<file path="src/rtl/rip_csr_ctrl_pkg.sv">
//==============================================================================
// Module  : rip_csr_ctrl_pkg
// Brief   : Shared types, CSR addresses and access helpers for rip_csr_ctrl.
// Revision: 1.0
//==============================================================================
`default_nettype none

package rip_csr_ctrl_pkg;

    typedef enum logic [1:0] {
        ST_IDLE       = 2'd0,
        ST_TRAP_REDIR = 2'd1,
        ST_MRET_REDIR = 2'd2,
        ST_CSR_RESP   = 2'd3
    } csr_ctrl_state_t;

    typedef enum logic [1:0] {
        CSR_READ = 2'b00,
        CSR_RW   = 2'b01,
        CSR_RS   = 2'b10,
        CSR_RC   = 2'b11
    } csr_op_t;

    typedef struct packed {
        logic [31:0] mtvec;
        logic [31:0] mepc;
        logic [31:0] mcause;
        logic [31:0] cycle;
    } csr_t;

    typedef struct packed {
        logic [31:0] tp;
        logic [31:0] tn;
        logic [31:0] fp;
        logic [31:0] fn;
    } bp_cnt_t;

    localparam logic [11:0] CSR_ADDR_MTVEC  = 12'h305;
    localparam logic [11:0] CSR_ADDR_MEPC   = 12'h341;
    localparam logic [11:0] CSR_ADDR_MCAUSE = 12'h342;
    localparam logic [11:0] CSR_ADDR_CYCLE  = 12'hC00;
    localparam logic [11:0] CSR_ADDR_BPTP   = 12'h7C0;
    localparam logic [11:0] CSR_ADDR_BPTN   = 12'h7C1;
    localparam logic [11:0] CSR_ADDR_BPFP   = 12'h7C2;
    localparam logic [11:0] CSR_ADDR_BPFN   = 12'h7C3;

    function automatic logic [31:0] csr_read(input csr_t regs, input bp_cnt_t bp,
                                             input logic [11:0] num);
        logic [31:0] val;
        val = '0;
        case (num)
            CSR_ADDR_MTVEC:  val = regs.mtvec;
            CSR_ADDR_MEPC:   val = regs.mepc;
            CSR_ADDR_MCAUSE: val = regs.mcause;
            CSR_ADDR_CYCLE:  val = regs.cycle;
            CSR_ADDR_BPTP:   val = bp.tp;
            CSR_ADDR_BPTN:   val = bp.tn;
            CSR_ADDR_BPFP:   val = bp.fp;
            CSR_ADDR_BPFN:   val = bp.fn;
            default:         val = '0;
        endcase
        return val;
    endfunction

    function automatic logic [31:0] csr_wval(input csr_op_t op, input logic [31:0] old,
                                             input logic [31:0] wdata);
        logic [31:0] val;
        case (op)
            CSR_RW:  val = wdata;
            CSR_RS:  val = old | wdata;
            CSR_RC:  val = old & ~wdata;
            default: val = old;
        endcase
        return val;
    endfunction

    // Counters and unknown addresses fall through untouched.
    function automatic csr_t csr_write(input csr_t regs, input logic [11:0] num,
                                       input logic [31:0] val);
        csr_t r;
        r = regs;
        case (num)
            CSR_ADDR_MTVEC:  r.mtvec  = val;
            CSR_ADDR_MEPC:   r.mepc   = val;
            CSR_ADDR_MCAUSE: r.mcause = val;
            default:         r = regs;
        endcase
        return r;
    endfunction

endpackage

`default_nettype wire

</file>
<file path="src/rtl/rip_bp_counters.sv">
//==============================================================================
// Module  : rip_bp_counters
// Brief   : Branch prediction outcome counters (TP/TN/FP/FN), 32-bit wrapping.
// Revision: 1.0
//==============================================================================
`default_nettype none

module rip_bp_counters
    import rip_csr_ctrl_pkg::*;
(
    input  logic    clk,
    input  logic    rstn,
    input  logic    update_valid_i,
    input  logic    pred_taken_i,
    input  logic    taken_i,
    output bp_cnt_t cnt_o
);

    bp_cnt_t cnt_q;
    bp_cnt_t cnt_d;

    always_comb begin
        cnt_d = cnt_q;
        if (update_valid_i) begin
            case ({pred_taken_i, taken_i})
                2'b11:   cnt_d.tp = cnt_q.tp + 32'd1;
                2'b00:   cnt_d.tn = cnt_q.tn + 32'd1;
                2'b10:   cnt_d.fp = cnt_q.fp + 32'd1;
                default: cnt_d.fn = cnt_q.fn + 32'd1;
            endcase
        end
    end

    always_ff @(posedge clk or negedge rstn) begin
        if (!rstn) begin
            cnt_q <= '0;
        end else begin
            cnt_q <= cnt_d;
        end
    end

    assign cnt_o = cnt_q;

endmodule

`default_nettype wire

</file>
<file path="src/rtl/rip_csr_ctrl.sv">
//==============================================================================
// Module  : rip_csr_ctrl
// Brief   : Machine CSR owner: arbitrates trap/mret/CSR access, drives fetch
//           redirect. Optional macro RIP_BP_COUNTERS_EN adds the bp counters.
// Revision: 1.0
//==============================================================================
`default_nettype none

module rip_csr_ctrl
    import rip_csr_ctrl_pkg::*;
#(
    parameter logic [31:0] RESET_MTVEC = 32'h0000_0000,
    parameter logic [31:0] RESET_MEPC  = 32'h0000_0000
) (
    input  logic        clk,
    input  logic        rstn,
    input  logic        csr_req_valid,
    output logic        csr_req_ready,
    input  logic [1:0]  csr_op,
    input  logic [11:0] csr_num,
    input  logic [31:0] csr_wdata,
    output logic        csr_rvalid,
    output logic [31:0] csr_rdata,
    input  logic        trap_valid,
    input  logic [31:0] trap_pc,
    input  logic [31:0] trap_cause,
    output logic        trap_ack,
    input  logic        mret_valid,
    output logic        mret_ack,
    output logic        redirect_valid,
    output logic [31:0] redirect_pc,
    input  logic        bp_update_valid,
    input  logic        bp_pred_taken,
    input  logic        bp_taken
);

    csr_ctrl_state_t state_q, state_d;
    csr_t            csr_q, csr_d;
    logic [31:0]     rdata_q, rdata_d;
    logic [31:0]     old_val;
    bp_cnt_t         bp_cnt;

`ifdef RIP_BP_COUNTERS_EN
    rip_bp_counters u_bp_counters (
        .clk            (clk),
        .rstn           (rstn),
        .update_valid_i (bp_update_valid),
        .pred_taken_i   (bp_pred_taken),
        .taken_i        (bp_taken),
        .cnt_o          (bp_cnt)
    );
`else
    logic unused_bp_inputs;
    assign unused_bp_inputs = ^{bp_update_valid, bp_pred_taken, bp_taken};
    assign bp_cnt           = '0;
`endif

    assign old_val = csr_read(csr_q, bp_cnt, csr_num);

    always_comb begin
        state_d       = state_q;
        csr_d         = csr_q;
        csr_d.cycle   = csr_q.cycle + 32'd1;
        rdata_d       = rdata_q;
        case (state_q)
            ST_IDLE: begin
                if (trap_valid) begin
                    csr_d.mepc   = trap_pc;
                    csr_d.mcause = trap_cause;
                    state_d      = ST_TRAP_REDIR;
                end else if (mret_valid) begin
                    state_d = ST_MRET_REDIR;
                end else if (csr_req_valid) begin
                    rdata_d = old_val;
                    if (csr_op_t'(csr_op) != CSR_READ) begin
                        csr_d = csr_write(csr_d, csr_num,
                                          csr_wval(csr_op_t'(csr_op), old_val, csr_wdata));
                    end
                    state_d = ST_CSR_RESP;
                end
            end
            default: state_d = ST_IDLE;
        endcase
    end

    always_ff @(posedge clk or negedge rstn) begin
        if (!rstn) begin
            state_q      <= ST_IDLE;
            csr_q.mtvec  <= RESET_MTVEC;
            csr_q.mepc   <= RESET_MEPC;
            csr_q.mcause <= '0;
            csr_q.cycle  <= '0;
            rdata_q      <= '0;
        end else begin
            state_q <= state_d;
            csr_q   <= csr_d;
            rdata_q <= rdata_d;
        end
    end

    // Gated by rstn so every output reads 0 while reset is held.
    assign csr_req_ready  = rstn && (state_q == ST_IDLE) && !trap_valid && !mret_valid;
    assign trap_ack       = (state_q == ST_TRAP_REDIR);
    assign mret_ack       = (state_q == ST_MRET_REDIR);
    assign redirect_valid = trap_ack || mret_ack;
    assign redirect_pc    = trap_ack ? {csr_q.mtvec[31:2], 2'b00} :
                            mret_ack ? csr_q.mepc : 32'h0;
    assign csr_rvalid     = (state_q == ST_CSR_RESP);
    assign csr_rdata      = csr_rvalid ? rdata_q : 32'h0;

endmodule

`default_nettype wire
</file>
<file path="config.mk">
export PLATFORM = sky130hd
export DESIGN_NAME = rip_csr_ctrl
export DESIGN_NICKNAME = d
export VERILOG_FILES = /design/src/rtl/rip_csr_ctrl_pkg.sv /design/src/rtl/rip_bp_counters.sv /design/src/rtl/rip_csr_ctrl.sv
export SDC_FILE = /design/constraint.sdc
export NUM_CORES = 1
export LEC_CHECK = 0
export CAP_MARGIN = 15
export CORE_AREA = 2 2 165 167
export CTS_CLUSTER_SIZE = 28
export DETAILED_ROUTE_END_ITERATION = 7
export DIE_AREA = 0 0 167 169
export SLEW_MARGIN = 40
export SYNTH_ARGS = -nofsm -noshare
export SYNTH_HDL_FRONTEND = slang
export SYNTH_SLANG_ARGS = --single-unit
</file>
<file path="constraint.sdc">
create_clock -name clk -period 2.1 [get_ports clk]
set_clock_uncertainty 0.15 [all_clocks]
set_input_delay 0.315 -clock clk [delete_from_list [all_inputs] [get_ports clk]]
set_output_delay 0.315 -clock clk [all_outputs]
set_load 0.05 [all_outputs]
</file>
After elaboration in Yosys (flattened, before gate mapping) --
Cells that the tools add are included.
Storage, ports and cells: register bits after elaboration 162, logic and storage cells 57
Operators by class: $add $sub $neg 1, equal/unequal tests 12, muxes and demuxes 17, bitwise operators 5, reductions and logical operators 16
Operator list (count):
- $mux W96 | 3
- $mux W32 | 7
- $pmux W32 S4 | 1
- $pmux W32 S3 | 1
- $mux W64 | 1
- $eq A12 B10 Y1 const B | 3
- $add A32 B1 Y32 const B | 1
- $and A32 B32 Y32 | 1
- $not A32 Y32 | 1
- $or A32 B32 Y32 | 1
- $eq A12 B12 Y1 const B | 1
- $reduce_and A5 Y1 | 2
- $reduce_bool A2 Y1 | 5
- $eq A2 B2 Y1 const B | 4
- $mux W2 | 4
- $reduce_and A6 Y1 | 1
- $eq A2 B1 Y1 const B | 2
- $ne A4 B4 Y1 const B | 1
- $reduce_and A4 Y1 | 1
- $logic_and A1 B1 Y1 | 3
- $logic_not A1 Y1 | 2
- $logic_not A2 Y1 | 1
- $ne A2 B2 Y1 const B | 1
- $not A1 Y1 | 2
- $logic_or A1 B1 Y1 | 1

Depth between registers and ports, before layout --
Gate-level depths: netlist of run 1.
word-level depth 10, gate-level depth with buffers 8

Worst setup path before layout of run 1 --
OpenSTA, ideal clock, no wires.
path type flip-flop to output port, start point register state_q[0], end point output redirect_pc[10], arrival 2492 ps, required time 1635 ps, setup slack -857 ps, stages on the path, launching flop included 6, path buffers 1, cells stage by stage dfrtp_1 -> inv_1 -> ha_1 -> clkbuf_1 -> nand2_1 -> o21ai_0
Between the ends: longest elaborated chain between the ends 3, elaborated cells on any way between the ends 4, classes of those cells eq/ne (2); mux (2)
Ends and longest elaborated chain:
- start, declared | RTL line rip_csr_ctrl.sv:37 | csr_ctrl_state_t state_q, state_d;
- start signal, assigned | RTL line rip_csr_ctrl.sv:95 | state_q <= state_d;
- $eq A2 B2 Y1 | RTL line rip_csr_ctrl.sv:104 | assign mret_ack = (state_q == ST_MRET_REDIR);
- via mret_ack | RTL line rip_csr_ctrl.sv:29 | output logic mret_ack,
- $mux W32 | RTL line rip_csr_ctrl.sv:107 | mret_ack ? csr_q.mepc : 32'h0;
- $mux W32 | RTL line rip_csr_ctrl.sv:106 | assign redirect_pc = trap_ack ? {csr_q.mtvec[31:2], 2'b00} :
- end, declared | RTL line rip_csr_ctrl.sv:31 | output logic [31:0] redirect_pc,
The timed path passes the listed nets, and every way through them passes these cells.

Worst setup path in the final report of run 1 --
start point register state_q[1], end point output redirect_pc[0]
Between the ends: longest elaborated chain between the ends 3, elaborated cells on any way between the ends 4, classes of those cells eq/ne (2); mux (2)
Ends and longest elaborated chain (RTL line):
- $eq A2 B2 Y1 | rip_csr_ctrl.sv:104
- $mux W32 | rip_csr_ctrl.sv:107
- $mux W32 * | rip_csr_ctrl.sv:106
Every way passes the cells marked *; elsewhere a longest branch is shown, timed or not.

==> results of run 1 <==
==> synth_stat cells, types with 3 or more instances <==
library cell and instances:
nand2_1 209, dfrtp_1 162, a21oi_1 106, clkbuf_1 69
o21ai_0 69, nor2_1 62, xnor2_1 57, o21ai_1 41
and2_1 35, and3b_1 32, o211ai_1 30, o21a_1 28
nand3_1 27, a22o_1 22, buf_2 19, a222oi_1 16
a21o_1 15, a221oi_1 15, inv_1 15, a41oi_1 14
mux2_2 12, o2111ai_1 12, nand4_1 7, nor2b_1 6
xor2_1 6, and4_1 5, ha_1 5, and3_1 3
buf_1 3, nand2b_1 3, nor3_1 3, nor3b_1 3
==> per-stage QoR <==
step	instance area [µm²]	worst slack (ps)	TNS, ps
final	15000	-185	-6820
after global routing	15000	-237	-9980
after CTS	14900	-183	-8060
after detailed placement	13500	-705	-61390
after global placement	13500	-717	-56670
after floorplan	9830	-213	-4250
==> critical path, delay by kind of cell, from the launching register on <==
kind	cells	cell delay [ps]
fa+ha+maj	1	310
flops	1	400
buf+inv	3	450
simple gates	1	230
==> kinds of logic after synthesis <==
| group | after synthesis | share of synthesized area |
|---|---|---|
| buffers and inverters | 109 | 0.0462 |
| XOR/XNOR | 63 | 0.0573 |
| flip-flops | 162 | 0.421 |
| AO/OA/AOI/OAI | 375 | 0.250 |
| AND/OR/NAND/NOR | 407 | 0.204 |
| adder cells (fa/ha/maj) | 5 | 0.00650 |
| multiplexers | 12 | 0.0140 |
==> cell usage in the layout (no fill, tap or decap), types with 4 or more instances in the layout <==
cell type and count:
o211ai_1 30, clkdlybuf4s50_1 98, o21ai_4 27, buf_12 92, buf_6 10, and4_1 4
nand4_1 7, a222oi_1 16, a221oi_1 15, bufinv_16 4, o21ai_0 39, nand2_1 198
a21o_1 15, o21ai_1 41, xnor2_1 57, dfrtp_1 162, and2_4 32, inv_1 13
a41oi_1 12, clkbuf_16 18, nand2_2 10, xor2_1 6, a22o_1 22, and3_4 4
o21a_1 28, o2111ai_1 12, dlygate4sd2_1 7, mux2_2 12, buf_4 112, nor2_1 62
buf_16 4, a21oi_1 106, and3b_1 30, nor2b_1 4, nand3_1 27
==> timing repair <==
item	4_1_cts	5_1_grt
pin swaps	25	9
endpoints found under the hold margin	19	0
resized for setup	106	22
buffers inserted	28	7
endpoints found under the setup margin	154	177
cloned	8	1
hold buffers	1	0
==> routing by layer <==
layer  wire length, µm  share of wire
met4               820          0.023
met5                 0              0
met1             16100           0.45
met2             16600           0.46
met3              2400          0.067
==> registers in the layout (all words and copies together), names as in the netlist <==
signal   cells
rdata_q     32
state_q      2
csr_q      128
==> power by group <==
part           switching, W  total (W)  internal, W
logic               0.00201    0.00370      0.00169
clock network       0.00126    0.00323      0.00197
registers          0.000402    0.00416      0.00375
==> worst max path at each step <==
stage                                       from                      to  slack [ps]  cells past startpoint
after global placement                csr_num[0]  csr_q[118]$_DFFE_PN0P_        -720                      8
after CTS                 state_q[0]$_DFFE_PN0P_         redirect_pc[21]        -180                      5
after floorplan           state_q[1]$_DFFE_PN0P_         redirect_pc[10]        -210                      5
final                     state_q[1]$_DFFE_PN0P_          redirect_pc[0]        -180                      5
after global routing      state_q[1]$_DFFE_PN0P_         redirect_pc[21]        -240                      6
after detailed placement              csr_num[0]  csr_q[116]$_DFFE_PN0P_        -700                      8
==> layout make-up <==
type / instances / area, µm²
clock buffer: 19 / 433
sequential: 162 / 4050
clock inverter: 10 / 160
inverter: 16 / 60.1
multi-input combinational: 864 / 5730
fill: 2338 / 11500
timing repair buffer: 337 / 4130
tap: 341 / 427
==> summary.md, run 1 <==
| Metric | Value |
|---|---|
| Layout Nets | 1521 |
| Post-synthesis async set-or-reset flop share | 1.00 |
| R2R Path Start | state_q[1]$_DFFE_PN0P_ |
| Post-route DRC | 0 |
| Port buffer count | 183 |
| Ratio of cells with drive above 1 in the final layout | 0.259 |
| Failing checks | negative setup slack |
| Non-filler cells, final | 1749 |
| Met3 Use GR | 0.0341 |
| Post-DRT Antenna Nets | 0 |
| Crit path cell chain | inv_2 > ha_4 > buf_12 > and3b_2 > buf_12 |
| Total GRT Usage | 0.254 |
| Fmax | 438 MHz |
| Met1 global-route usage | 0.360 |
| Hold slack | 168 ps |
| Initial Util | 0.363 |
| Die area | 28200 µm² |
| CP Data Arrival Time | 1820 ps |
| Later-pin clock latency in the skew report | 430 ps |
| Reg2reg path depth | 7 |
| Syn nets | 1256 |
| CTS tree | done |
| Core ar. | 26500 µm² |
| Gpl congestion | 0.859 |
| WL final | 36000 µm |
| CP max stage delay | 400 ps |
| Register area share after synthesis | 0.421 |
| Outcome | finished, violations left |
| Antenna violations before repair | 0 |
| Slew @ Worst Pin | 551 ps |
| Area leader, netlist | dfrtp_1 |
| Period utilisation layout | 1.09 |
| Grt peak-use layer | met2 |
| Syn Inst Count | 1133 |
| Final hold violation count | 0 |
| End-of-flow core utilization | 0.566 |
| Via count | 9873 |
| Crit-path most repeated cell | buf_12 |
| Clock root cell | clkbuf_16 |
| Tmin final | 2280 ps |
| Clk slew on worst S/H paths | 70 ps |
| Hold WC Path Type | in2async |
| Slowest CP cell | dfrtp_1 |
| Hpwl dp | 23600 µm |
| Endpoint class of the critical path | output pin |
| Ys flop type | dfrtp_1 |
| First-pass GRT wire length | 56000 µm |
| Leakage | 6.42 nW |
| Ant. Diodes | 0 |
| CP max FO | 15 |
| Area Overhead vs Synth | 55.8% |
| # setup viols final | 58 |
| Drt first pass iters | 8 |
| Drt initial violations | 985 |
| Syn_area_per_cell | 8.49 µm² |
| Mapped Area | 9620 µm² |
| Worst Path Required | 1630 ps |
| Yosys reg bits | 162 |
| Average wire per standard cell | 20.6 µm |
| Worst Setup Path Type | reg2out |
| Post-route setup slack | -185 ps |
| Worst setup SP type | flop |
| Worst rel slew slack | 0.632 |
| Peak VDD IR | 0.596 mV |
| DIE HEIGHT | 169 µm |
| Vias in the first global route | 9641 |
| Max-Cap Viols | 0 |
| Htree depth | 4 |
| PwrDens | 740 nW/µm² |
| Row cnt | 60 |
| Number of enable flip-flop cells after synthesis | 0 |
| Num CTS Buffers | 17 |
| DIE WIDTH | 167 µm |
| Worst reg2reg setup slack | 110 ps |
| Via density per instance | 5.64 |
| Met2 usage | 0.406 |
| Clk buf depth | 2 |
| Yosys warnings | 0 |
| Cells after DPL | 1678 |
| RR Endpoint | rdata_q[18]$_DFFE_PN0P_ |
| Largest net degree at the start of global routing | 144 |
| RSZ-0062 raised after global routing | yes |
| Synth unique cells | 49 |
| Clk sinks | 162 |
| Slew Limit Fails | 0 |
| Overall power | 0.0111 W |
| Synth top area cells | dfrtp_1 42%, nand2_1 8.2%, a21oi_1 5.5%, xnor2_1 5.2%, o21ai_0 3.6% |
| Top cell type's share of synthesized area | 0.421 |
| IO Count | 187 |
| Gr ovfl total | 0 |
Note: power is estimated with default switching activity, not from simulation.
==> run 2, diff against run 1 <==
Settings changed: TNS_END_PERCENT set to 10.
==> summary.md, run 2 (synthesis results as in run 1) <==
| Metric | Value |
|---|---|
| Largest net degree at the start of global routing | 80 |
| CP bufs+invs | 4 |
| Gpl congestion | 0.864 |
| IO Count | 187 |
| Gr ovfl total | 0 |
| Worst Path Required | 1630 ps |
| Ratio of cells with drive above 1 in the final layout | 0.237 |
| Vias in the first global route | 9335 |
| Leakage | 6.17 nW |
| Most common cell after layout, fill and taps aside | nand2_1 |
| Average wire per standard cell | 19.7 µm |
| Hpwl dp | 24100 µm |
| CP Data Arrival Time | 1790 ps |
| Max reg flops | 128 |
| Via density per instance | 5.52 |
| CP max FO | 8 |
| Post-route DRC | 0 |
| Max-Cap Viols | 0 |
| Outcome | finished, violations left |
| Final hold violation count | 0 |
| CP max stage delay | 390 ps |
| Crit-path most repeated cell | buf_12 |
| # setup viols final | 66 |
| CTS tree | done |
| Period utilisation layout | 1.07 |
| Failing checks | negative setup slack |
| Antenna violations before repair | 0 |
| Drt initial violations | 868 |
| Post-DRT Antenna Nets | 0 |
| Endpoint class of the critical path | output pin |
| Total GRT Usage | 0.241 |
| Commonest cells after routing, fill and taps aside | 206 x nand2_1, 162 x dfrtp_1, 106 x a21oi_1 |
| Largest regs | csr_q (128), rdata_q (32), state_q (2) |
| Clk slew on worst S/H paths | 70 ps |
| Worst Setup Path Type | reg2out |
| Clk buf depth | 2 |
| Clk sinks | 162 |
| Worst setup SP type | flop |
| Peak VDD IR | 0.422 mV |
| RSZ-0062 raised after global routing | yes |
| Largest Register | csr_q |
| Clock root cell | clkbuf_16 |
| First-pass GRT wire length | 53900 µm |
| Post-route cell area | 14400 µm² |
| Post-route setup slack | -154 ps |
| Crit path cell chain | inv_2 > ha_4 > buf_12 > buf_12 > nand2_1 > o21ai_4 > buf_12 |
| Slew Limit Fails | 0 |
| Port buffer count | 183 |
| WL final | 33900 µm |
| Die area | 28200 µm² |
| Later-pin clock latency in the skew report | 440 ps |
| CP delay by family, top | buffers and inverters |
| Ant. Diodes | 0 |
| Layout Nets | 1491 |
| Cells after DPL | 1681 |
| Non-filler cells, final | 1722 |
| DIE WIDTH | 167 µm |
| Area Overhead vs Synth | 49.8% |
| Worst rel slew slack | 0.581 |
| Worst reg2reg setup slack | 100 ps |
| Num CTS Buffers | 17 |
| PwrDens | 752 nW/µm² |
| Via count | 9499 |
| Placed inst area | 13500 µm² |
| Hold WC Path Type | in2reg |
| Tmin final | 2250 ps |
| Overall power | 0.0108 W |
| Drt first pass iters | 5 |
| Slowest CP cell | dfrtp_1 |
| Core ar. | 26500 µm² |
| Row cnt | 60 |
| Post-Place Worst Slack | -595 ps |
| Htree depth | 4 |
| # fillers | 2356 |
| DIE HEIGHT | 169 µm |
| Fmax | 444 MHz |
| Initial Util | 0.363 |
| Slew @ Worst Pin | 628 ps |
run 2: cell types whose count changed in the layout (fill, tap and decap cells not counted), sizes merged:
cell / delta
clkinvlp: +1
dlymetal6s2s: +1
bufbuf: -1
and3: -2
inv: +2
clkbuf: +2
dlygate4sd2: +1
buf: -26
clkdlybuf4s15: -1
clkinv: -2
bufinv: -2
run 2: worst reg2reg max path, stage by stage (launching register included):
cell and delay, ps:
dfrtp_1 390, inv_1 120, ha_2 270, nand2b_4 100
nor2_4 170, nand3_2 140, buf_12 200, a221oi_1 280
a21o_1 120
run 2: what timing repair did:
item	4_1_cts	5_1_grt
pin swaps	4	22
hold buffers	1	0
hold endpoints to repair	162	0
endpoints found under the setup margin	151	176
buffers inserted	3	5
resized for setup	60	19
run 2: metrics by stage:
stage	TNS [ps]	hold WS (ps)	util
6_report	-5740	177	0.544
3_3_place_gp	-55660	216	0.509
3_5_place_dp	-58270	237	0.509
5_1_grt	-9410	195	0.544
2_1_floorplan	-5450	-131	-
4_1_cts	-7810	157	0.539
run 2: cell type report:
| type | instances | area (µm²) | share of cell area |
|---|---|---|---|
| Timing Repair Buffer | 309 | 3750 | 0.260 |
| Clock buffer | 23 | 488 | 0.0339 |
| Clock inverter | 9 | 119 | 0.00825 |
| Inverter | 16 | 60.1 | 0.00417 |
| Multi-Input combinational cell | 862 | 5520 | 0.383 |
| Sequential cell | 162 | 4050 | 0.281 |
| Tap cell | 341 | 427 | 0.0296 |
run 2: power by group:
part	internal (W)	leakage (nW)	switching, W
combinational	0.00155	3.82	0.00187
clock	0.00190	0.291	0.00134
sequential	0.00375	2.07	0.000429
total	0.00720	6.17	0.00364
run 2: worst paths after layout:
| check | startpoint | endpoint | cells past startpoint |
|---|---|---|---|
| worst min register to register | csr_q[30]$_DFF_PN0_ | csr_q[30]$_DFF_PN0_ | 1 |
| worst max-delay path | state_q[0]$_DFFE_PN0P_ | redirect_pc[13] | 7 |
| min in group asynchronous | rstn | csr_q[67]$_DFFE_PN0P_ | 3 |
| worst min-delay path | trap_valid | csr_q[64]$_DFFE_PN0P_ | 3 |
| max in group asynchronous | rstn | csr_q[101]$_DFFE_PN0P_ | 3 |
| worst max register to register | state_q[1]$_DFFE_PN0P_ | csr_q[104]$_DFFE_PN0P_ | 8 |
run 2: per-layer routing:
| metal | track usage | wire (µm) | up-vias |
|---|---|---|---|
| li1 | - | - | 4518 |
| met1 | 0.345 | 15600 | 4542 |
| met2 | 0.371 | 15400 | 391 |
| met3 | 0.0407 | 2230 | 48 |
| met4 | 0.0772 | 693 | 0 |
| met5 | 0 | 0 | - |
